==> src/rtl/hex_display_pkg.sv <==
// Shared constants for the hex 7-segment display bank: digit limit, blank pattern
// and the active-high glyph table (bit order g..a, a = LSB).
package hex_display_pkg;

    localparam int MAX_DIGITS = 8;

    // Active-high domain: polarity is applied only at the output registers.
    localparam logic [6:0] SEG_BLANK = 7'h00;

    // Entry n is the glyph for nibble n; entry 0 sits in the low 7 bits.
    localparam logic [15:0][6:0] GLYPH_TABLE = {
        7'h71, 7'h79, 7'h5E, 7'h39, 7'h7C, 7'h77, 7'h6F, 7'h7F,
        7'h07, 7'h7D, 7'h6D, 7'h66, 7'h4F, 7'h5B, 7'h06, 7'h3F
    };

    function automatic logic [6:0] polarize(input logic [6:0] seg, input logic active_low);
        logic [6:0] res;
        if (active_low) begin
            res = ~seg;
        end else begin
            res = seg;
        end
        return res;
    endfunction

endpackage

==> src/rtl/hex_display_bank_hex_to_seg7.sv <==
// Combinational nibble to active-high 7-segment glyph lookup.
module hex_to_seg7
    import hex_display_pkg::*;
(
    input  logic [3:0] nibble_i,
    output logic [6:0] seg_o
);

    // Table lookup of the glyph for this nibble
    always_comb begin
        seg_o = GLYPH_TABLE[nibble_i];
    end

endmodule

==> src/rtl/hex_display_bank.sv <==
// N-digit hex 7-segment driver: latched value, leading-zero blanking, per-digit
// blink, and either static per-digit buses or a time-multiplexed scan bus.
module hex_display_bank
    import hex_display_pkg::*;
#(
    parameter int NUM_DIGITS = 4,
    parameter int SCAN_DIV   = 25000,
    parameter int BLINK_DIV  = 12500000,
    parameter int ACTIVE_LOW = 1
) (
    input  logic                    clk,
    input  logic                    rst,
    input  logic                    latch,
    input  logic [4*NUM_DIGITS-1:0] value_in,
    input  logic                    blank_lz,
    input  logic [NUM_DIGITS-1:0]   blink_en,
    input  logic                    mux_mode,
    output logic [7*NUM_DIGITS-1:0] seg_static_out,
    output logic [6:0]              seg_mux_out,
    output logic [NUM_DIGITS-1:0]   digit_sel_out
);

    localparam int SCAN_W  = $clog2(SCAN_DIV);
    localparam int BLINK_W = $clog2(BLINK_DIV);
    localparam int IDX_W   = (NUM_DIGITS > 1) ? $clog2(NUM_DIGITS) : 1;
    localparam logic AL    = (ACTIVE_LOW != 0);
    localparam logic [6:0] SEG_OFF = AL ? 7'h7F : 7'h00;
    localparam logic [NUM_DIGITS-1:0] SEL_OFF = {NUM_DIGITS{AL}};

    logic [4*NUM_DIGITS-1:0] value_q, value_d;
    logic                    loaded_q, loaded_d;
    logic [SCAN_W-1:0]       scan_cnt_q, scan_cnt_d;
    logic [IDX_W-1:0]        scan_idx_q, scan_idx_d;
    logic [BLINK_W-1:0]      blink_cnt_q, blink_cnt_d;
    logic                    blink_ph_q, blink_ph_d;
    logic [7*NUM_DIGITS-1:0] seg_static_q, seg_static_d;
    logic [6:0]              seg_mux_q, seg_mux_d;
    logic [NUM_DIGITS-1:0]   digit_sel_q, digit_sel_d;

    logic [6:0]              glyph_s     [NUM_DIGITS];
    logic [6:0]              digit_seg_s [NUM_DIGITS];
    logic [NUM_DIGITS-1:0]   lz_blank_s;
    logic                    scan_wrap_s;
    logic                    blink_wrap_s;

    // Per-digit decode; digit 0 is never leading-zero blanked so zero shows "0"
    for (genvar k = 0; k < NUM_DIGITS; k++) begin : g_digit
        hex_to_seg7 u_dec (
            .nibble_i (value_q[4*k +: 4]),
            .seg_o    (glyph_s[k])
        );
        if (k == 0) begin : g_lsd
            assign lz_blank_s[k] = 1'b0;
        end else begin : g_upper
            assign lz_blank_s[k] = blank_lz & ~(|value_q[4*NUM_DIGITS-1:4*k]);
        end
        assign digit_seg_s[k] = (lz_blank_s[k] | (blink_ph_q & blink_en[k])) ? SEG_BLANK : glyph_s[k];
    end

    // Capture and free-running scan/blink counters
    always_comb begin
        value_d      = latch ? value_in : value_q;
        loaded_d     = loaded_q | latch;
        scan_wrap_s  = (scan_cnt_q == SCAN_W'(SCAN_DIV - 1));
        blink_wrap_s = (blink_cnt_q == BLINK_W'(BLINK_DIV - 1));
        scan_cnt_d   = scan_wrap_s ? {SCAN_W{1'b0}} : scan_cnt_q + SCAN_W'(1);
        blink_cnt_d  = blink_wrap_s ? {BLINK_W{1'b0}} : blink_cnt_q + BLINK_W'(1);
        blink_ph_d   = blink_wrap_s ? ~blink_ph_q : blink_ph_q;
        if (!scan_wrap_s || NUM_DIGITS == 1) begin
            scan_idx_d = scan_idx_q;
        end else if (scan_idx_q == IDX_W'(NUM_DIGITS - 1)) begin
            scan_idx_d = {IDX_W{1'b0}};
        end else begin
            scan_idx_d = scan_idx_q + IDX_W'(1);
        end
    end

    // Output next-state; nothing lights until a value has been latched
    always_comb begin
        seg_static_d = {NUM_DIGITS{SEG_OFF}};
        seg_mux_d    = SEG_OFF;
        digit_sel_d  = SEL_OFF;
        if (!loaded_q) begin
            seg_mux_d = SEG_OFF;
        end else if (mux_mode) begin
            seg_mux_d = polarize(digit_seg_s[scan_idx_q], AL);
            for (int k = 0; k < NUM_DIGITS; k++) begin
                digit_sel_d[k] = (scan_idx_q == IDX_W'(k)) ^ AL;
            end
        end else begin
            for (int k = 0; k < NUM_DIGITS; k++) begin
                seg_static_d[7*k +: 7] = polarize(digit_seg_s[k], AL);
            end
        end
    end

    // State and output registers with synchronous reset
    always_ff @(posedge clk) begin
        if (rst) begin
            value_q      <= {(4*NUM_DIGITS){1'b0}};
            loaded_q     <= 1'b0;
            scan_cnt_q   <= {SCAN_W{1'b0}};
            scan_idx_q   <= {IDX_W{1'b0}};
            blink_cnt_q  <= {BLINK_W{1'b0}};
            blink_ph_q   <= 1'b0;
            seg_static_q <= {NUM_DIGITS{SEG_OFF}};
            seg_mux_q    <= SEG_OFF;
            digit_sel_q  <= SEL_OFF;
        end else begin
            value_q      <= value_d;
            loaded_q     <= loaded_d;
            scan_cnt_q   <= scan_cnt_d;
            scan_idx_q   <= scan_idx_d;
            blink_cnt_q  <= blink_cnt_d;
            blink_ph_q   <= blink_ph_d;
            seg_static_q <= seg_static_d;
            seg_mux_q    <= seg_mux_d;
            digit_sel_q  <= digit_sel_d;
        end
    end

    assign seg_static_out = seg_static_q;
    assign seg_mux_out    = seg_mux_q;
    assign digit_sel_out  = digit_sel_q;

endmodule

==> config.mk <==
export PLATFORM = sky130hd
export DESIGN_NAME = hex_display_bank
export DESIGN_NICKNAME = d
export VERILOG_FILES = /design/src/rtl/hex_display_pkg.sv /design/src/rtl/hex_display_bank_hex_to_seg7.sv /design/src/rtl/hex_display_bank.sv
export SDC_FILE = /design/constraint.sdc
export NUM_CORES = 1
export LEC_CHECK = 0
export CAP_MARGIN = 10
export CORE_ASPECT_RATIO = 0.6
export CORE_MARGIN = 5
export CORE_UTILIZATION = 56
export DETAILED_ROUTE_END_ITERATION = 8
export GPL_ROUTABILITY_DRIVEN = 1
export PLACE_DENSITY = 0.9
export SETUP_SLACK_MARGIN = 0.3
export SYNTH_ARGS = -nofsm -noshare
export SYNTH_HDL_FRONTEND = slang
export SYNTH_SLANG_ARGS = --single-unit
==> constraint.sdc <==
create_clock -name clk -period 2.7 [get_ports clk]
set_input_delay 0.81 -clock clk [delete_from_list [all_inputs] [get_ports clk]]
set_output_delay 0.81 -clock clk [all_outputs]
set_load 0.05 [all_outputs]
* Word level (Yosys, flattened, before mapping)
Memory sizes are Yosys's and may differ from the RTL's. A register that Yosys moved wholly into a read port is not among the register bits. Cells that the tools add are included.
Word-level totals: input bits 25, output and inout port bits 39, memories kept 4, bits in read-only memories 448, word-level logic and storage cells 81, bits in registers 98
Cells by class: reduce and logical (&&, ||, !) cells 8, muxes and demuxes 20, equal/unequal tests 5, magnitude comparators 5, $add $sub $neg 3, bitwise gates (word level) 27
Memory list:
- (name not given) | depth 16, width 7, rd ports 1, clocked after Yosys merged registers in 1, wr ports 0, RTL line hex_display_bank_hex_to_seg7.sv:11 | seg_o = GLYPH_TABLE[nibble_i];
- (name not given) | depth 16, width 7, rd ports 1, clocked after Yosys merged registers in 1, wr ports 0, RTL line hex_display_bank_hex_to_seg7.sv:11
- (name not given) | depth 16, width 7, rd ports 1, clocked after Yosys merged registers in 1, wr ports 0, RTL line hex_display_bank_hex_to_seg7.sv:11
- (name not given) | depth 16, width 7, rd ports 1, clocked after Yosys merged registers in 1, wr ports 0, RTL line hex_display_bank_hex_to_seg7.sv:11
Operators with widths (number):
- $mux 7 | 10
- $not 7->7 | 5
- $mux 4 | 8
- $add 24x1->24 const B | 1
- $eq 24x24->1 const B | 1
- $lt 4x5->1 const B | 4
- $add 15x1->15 const B | 1
- $eq 15x15->1 const B | 1
- $bmux 7 s2 | 1
- $reduce_or 12->1 | 1
- $not 1->1 | 10
- $reduce_or 8->1 | 1
- $and 1x1->1 | 7
- $reduce_or 3->1 | 2
- $eq 2x2->1 const B | 2
- $or 1x1->1 | 4
- $reduce_or 2->1 | 2
- $reduce_or 4->1 | 1
- $ge 3x3->1 const B | 1
- $not 2->3 | 1
- $add 2x1->2 const B | 1
- $eq 2x1->1 const B | 1
- $logic_not 2->1 | 1
- $mux 2 | 1

* Depth between registers and ports, before layout
word-level depth 9, depth in mapped cells 9, depth with buffers taken out 7

* Hierarchy
Synthesis repeated with hierarchy kept, for this count alone.
Unflattened totals: cells, all modules 535, area total of the unflattened synthesis 4933.5 um2
By module, submodules not included:
- hex_display_bank | instances 1, cells each 403, seq. area each 1961.9 um2, area each 3782.4 um2
- hex_to_seg7 | instances 4, cells each 33, seq. area each 0.0 um2, area each 287.8 um2

* Least setup slack after synthesis
OpenSTA, ideal clock, no wires.
path type input-to-reg, start point in latch, end point reg g_digit[0].u_dec.seg_o[3] (netlist name), path buffers 2, library setup time 58 ps, arrival time 2465 ps, slack 177 ps, stages on the path 9, data required time 2642 ps, cells stage by stage buf_4 buf_4 mux2i_1 nor2_1 inv_1 ha_1 inv_1 mux4_2 inv_1
RTL lines:
- from (decl) | RTL line hex_display_bank.sv:13 | input logic latch,

* Worst setup path after layout
start point reg seg_static_q[16], in the netlist seg_static_out[16], end point out seg_static_out[16]
RTL lines:
- from (decl) | RTL line hex_display_bank.sv:36 | logic [7*NUM_DIGITS-1:0] seg_static_q, seg_static_d;
- from (signal assigned) | RTL line hex_display_bank.sv:106 | seg_static_q <= {NUM_DIGITS{SEG_OFF}};
- from (signal assigned) | RTL line hex_display_bank.sv:116 | seg_static_q <= seg_static_d;
- to (decl) | RTL line hex_display_bank.sv:18 | output logic [7*NUM_DIGITS-1:0] seg_static_out,
No word-level cell between the ends.

==> run metrics <==
status complete, no violations; CTS tree yes; Fillers ~600; Ports 64; Arr. time, crit path 1570 ps; vias 5000; PortBufs 63; register area 2522 um2; post-DR wirelength/cell ~20 um; Worst Path Buf+Inv 1; Vias per Instance approximately 5.9; multi-input logic area about 2900 um2; initial antenna violation count 0; CTS H-tree depth 4; synthesis-stage register bit count about 130; Synth warnings 0; fraction of layout cells with a size suffix above 1 between 10% and 20%; CTS clk-pin slew, worst paths 60 ps; Slew headroom between 60% and 70%; Final min period approximately 2400 ps; slowest cell on the critical path clkdlybuf4s50_1; commonest non-fill, non-tap cell in the layout dfxtp_1; post-synth top area cell dfxtp_1; drt drc 0; Final Net Count ~750; CP Max Fanout 1; Root Buffer clkbuf_16; Switch Pwr about 1.3 mW; Hold WC Path Type flip-flop to flip-flop; Setup crit start kind flip-flop; slowest stage delay, CP between 800 and 900 ps; area share of the largest cell type after synthesis a little under half; synth top area cells dfxtp_1 46%, ha_1 7.7%, mux2i_1 5.1%, nand2_1 4.1%, nor2_1 3.8%; Post-Layout Cell Count 842; Routed Antenna Nets 0; GRT Util Overall a little over a quarter; Final Slew Violations 0; Gate Count Post-Synth just under 600; Setup CP Type flip-flop to output port; Max Clk Rate 419.8 MHz; Netlist Area Pre-Place between 5000 and 6000 um2; Least-Margin Pin Slew ~570 ps; drt total wl 16650 um; ys async rst share 0%; max cap viols 0; Avg Synthesized Cell Area 9.498 um2; Cell variety after synth between 50 and 60; Lkg Pwr roughly 2.9 nW; first-pass GRT wire length roughly 26000 um; Seq pwr share between 40% and 50%; DR iter-0 viols about 600; Die Area 12020 um2; most frequent cells in the layout 126 x dfxtp_1, 61 x nand2_1, 56 x clkdlybuf4s50_1; CP required ~1900 ps; largest net degree at the start of global routing 28; pwr/cell area about 640 nW/um2; CP endpoint kind output port; peak supply drop between 0.5 and 0.6 mV; Num CTS Buffers 17; RSZ-0062 raised after global routing false; # setup viols final 0; Synthesized Nets 641; ys flop type dfxtp_1; routability congestion estimate between 1 and 1.5; switching portion of total power approximately a quarter; Worst Hold Margin around 380 ps; drt first pass iters 6; area of the core about 10000 um2; ANT cells 0; Fin. Hold Viols 0; clock sinks approximately 130; Max clock buf depth 2; cells along the critical path clkdlybuf4s50_1; GRT Residual Overflow 0; Tot Pwr approximately 4.7 mW; clock latency at the later pin of the worst-skew pair 420 ps; fin crit share roughly nine tenths; register area share after synthesis between 40 and 50%; Post-CTS Hold Buffers 0; Comb power frac 12.1%; Clk network pwr share a little under half; placed cell count around 800; vias in the first global route between 4000 and 5000; Area Growth Syn to Fin 33.25%; Die H 86.96 um; Worst Clk Skew about 11 ps; Die W 138.3 um; Worst path top cell family by delay buffers and inverters; Final Util approximately three quarters; HPWL after DPL about 11000 um; Initial Utilization 56.76%; cell internal pwr roughly 3.5 mW; Post-synth EDFFs 0; site row count 28
==> metal layers <==
| layer | GRT usage, % | vias to the layer above | share of wire, % |
|---|---|---|---|
| met5 | 0 | - | 0 |
| met4 | 9.955 | 0 | 2.3 |
| met3 | 8.173 | 40 | 8.6 |
| met2 | 43.76 | 267 | 47 |
| met1 | 34.17 | 2411 | 42 |
| li1 | - | 2282 | - |
==> synthesized netlist by cell type, types with 2 or more instances <==
library cell and number:
nor4b_1 4, xor2_1 16, inv_1 24, or2_1 2, o22a_1 9, nand4_1 12, mux2_2 7, and4_1 6
and3_1 5, nor4_1 2, and2_1 3, a221o_1 7, ha_1 34, a31oi_1 4, mux4_2 3, or2_2 2
nor3b_1 5, nor3_1 6, a211oi_1 5, nand2b_1 6, a2bb2oi_1 4, nor2b_1 2, mux2i_1 28, nand2_1 61
nand3_1 26, xnor2_1 6, buf_4 2, or3_1 8, buf_2 10, o31ai_1 7, clkinv_1 2, or4_1 8
dfxtp_1 126, clkbuf_1 12, a21oi_1 29, nor2_1 56, o21ai_0 15
==> flip-flops by register name (all words and copies together), names as in the netlist <==
signal,cells
loaded_q,1
scan_idx_q,2
blink_ph_q,1
seg_mux_out,7
seg_static_out,28
blink_cnt_q,24
g_digit.u_dec.seg_o,28
digit_sel_out,4
scan_cnt_q,15
value_q,16
==> power by group through the flow <==
stage	Clock [mW]	Combinational (mW)	Sequential [mW]
after floorplan	0	0.249	2.08
after global placement	0	0.497	2.04
after CTS	2.16	0.535	2.01
after detailed placement	0	0.517	2.05
after global routing	2.25	0.607	2.02
final	2.16	0.573	2.01
==> logic make-up after synthesis <==
kind of cell,synth area share (%)
xor gates and xnor gates,3.486
muxes,7.967
and+or+nand+nor,20.46
AOI/OAI and AO/OA,10.86
DFF,45.63
adders and majority gates,7.696
buffers and inverters,3.893
==> final cells by class <==
cell class                      count  area share, %
Multi-Input combinational cell    404          39.58
Timing Repair Buffer              118          14.93
Clock buffer                       18          5.962
Inverter                           27          1.376
Clock inverter                     14          1.614
Sequential cell                   126          34.24
Tap cell                          135          2.293
==> per-stage QoR <==
stage / cell area (um2) / TNS, ps / worst slack [ps]
after floorplan: 5569 / 0 / 304.8
after global placement: 6646 / -180.1 / -62.65
after detailed placement: 6646 / -1150 / -154.2
after CTS: 7229 / 0 / 245.6
after global routing: 7366 / 0 / 292.7
final: 7366 / 0 / 317.7
==> worst paths after layout <==
| check | depth (start not counted) | slack, ps | to | from |
|---|---|---|---|---|
| worst max-delay path | 1 | 320 | seg_static_out[16] | seg_static_out[16]$_SDFF_PP1_ |
| worst min register to register | 1 | 380 | seg_static_out[26]$_SDFF_PP1_ | g_digit[3].u_dec.seg_o[5]$_DFF_P_ |
| worst min-delay path | 1 | 380 | seg_static_out[26]$_SDFF_PP1_ | g_digit[3].u_dec.seg_o[5]$_DFF_P_ |
| worst max register to register | 4 | 740 | seg_mux_out[2]$_SDFF_PP1_ | value_q[8]$_SDFFE_PP0P_ |
==> timing repair <==
action	CTS	global route
hold endpoints to repair	0	0
gates cloned	0	1
endpoints found under the setup margin	4	36
buffers inserted	3	1
gates resized for setup	2	22
pin swaps	3	1
Power figures use the tool's default switching activity.
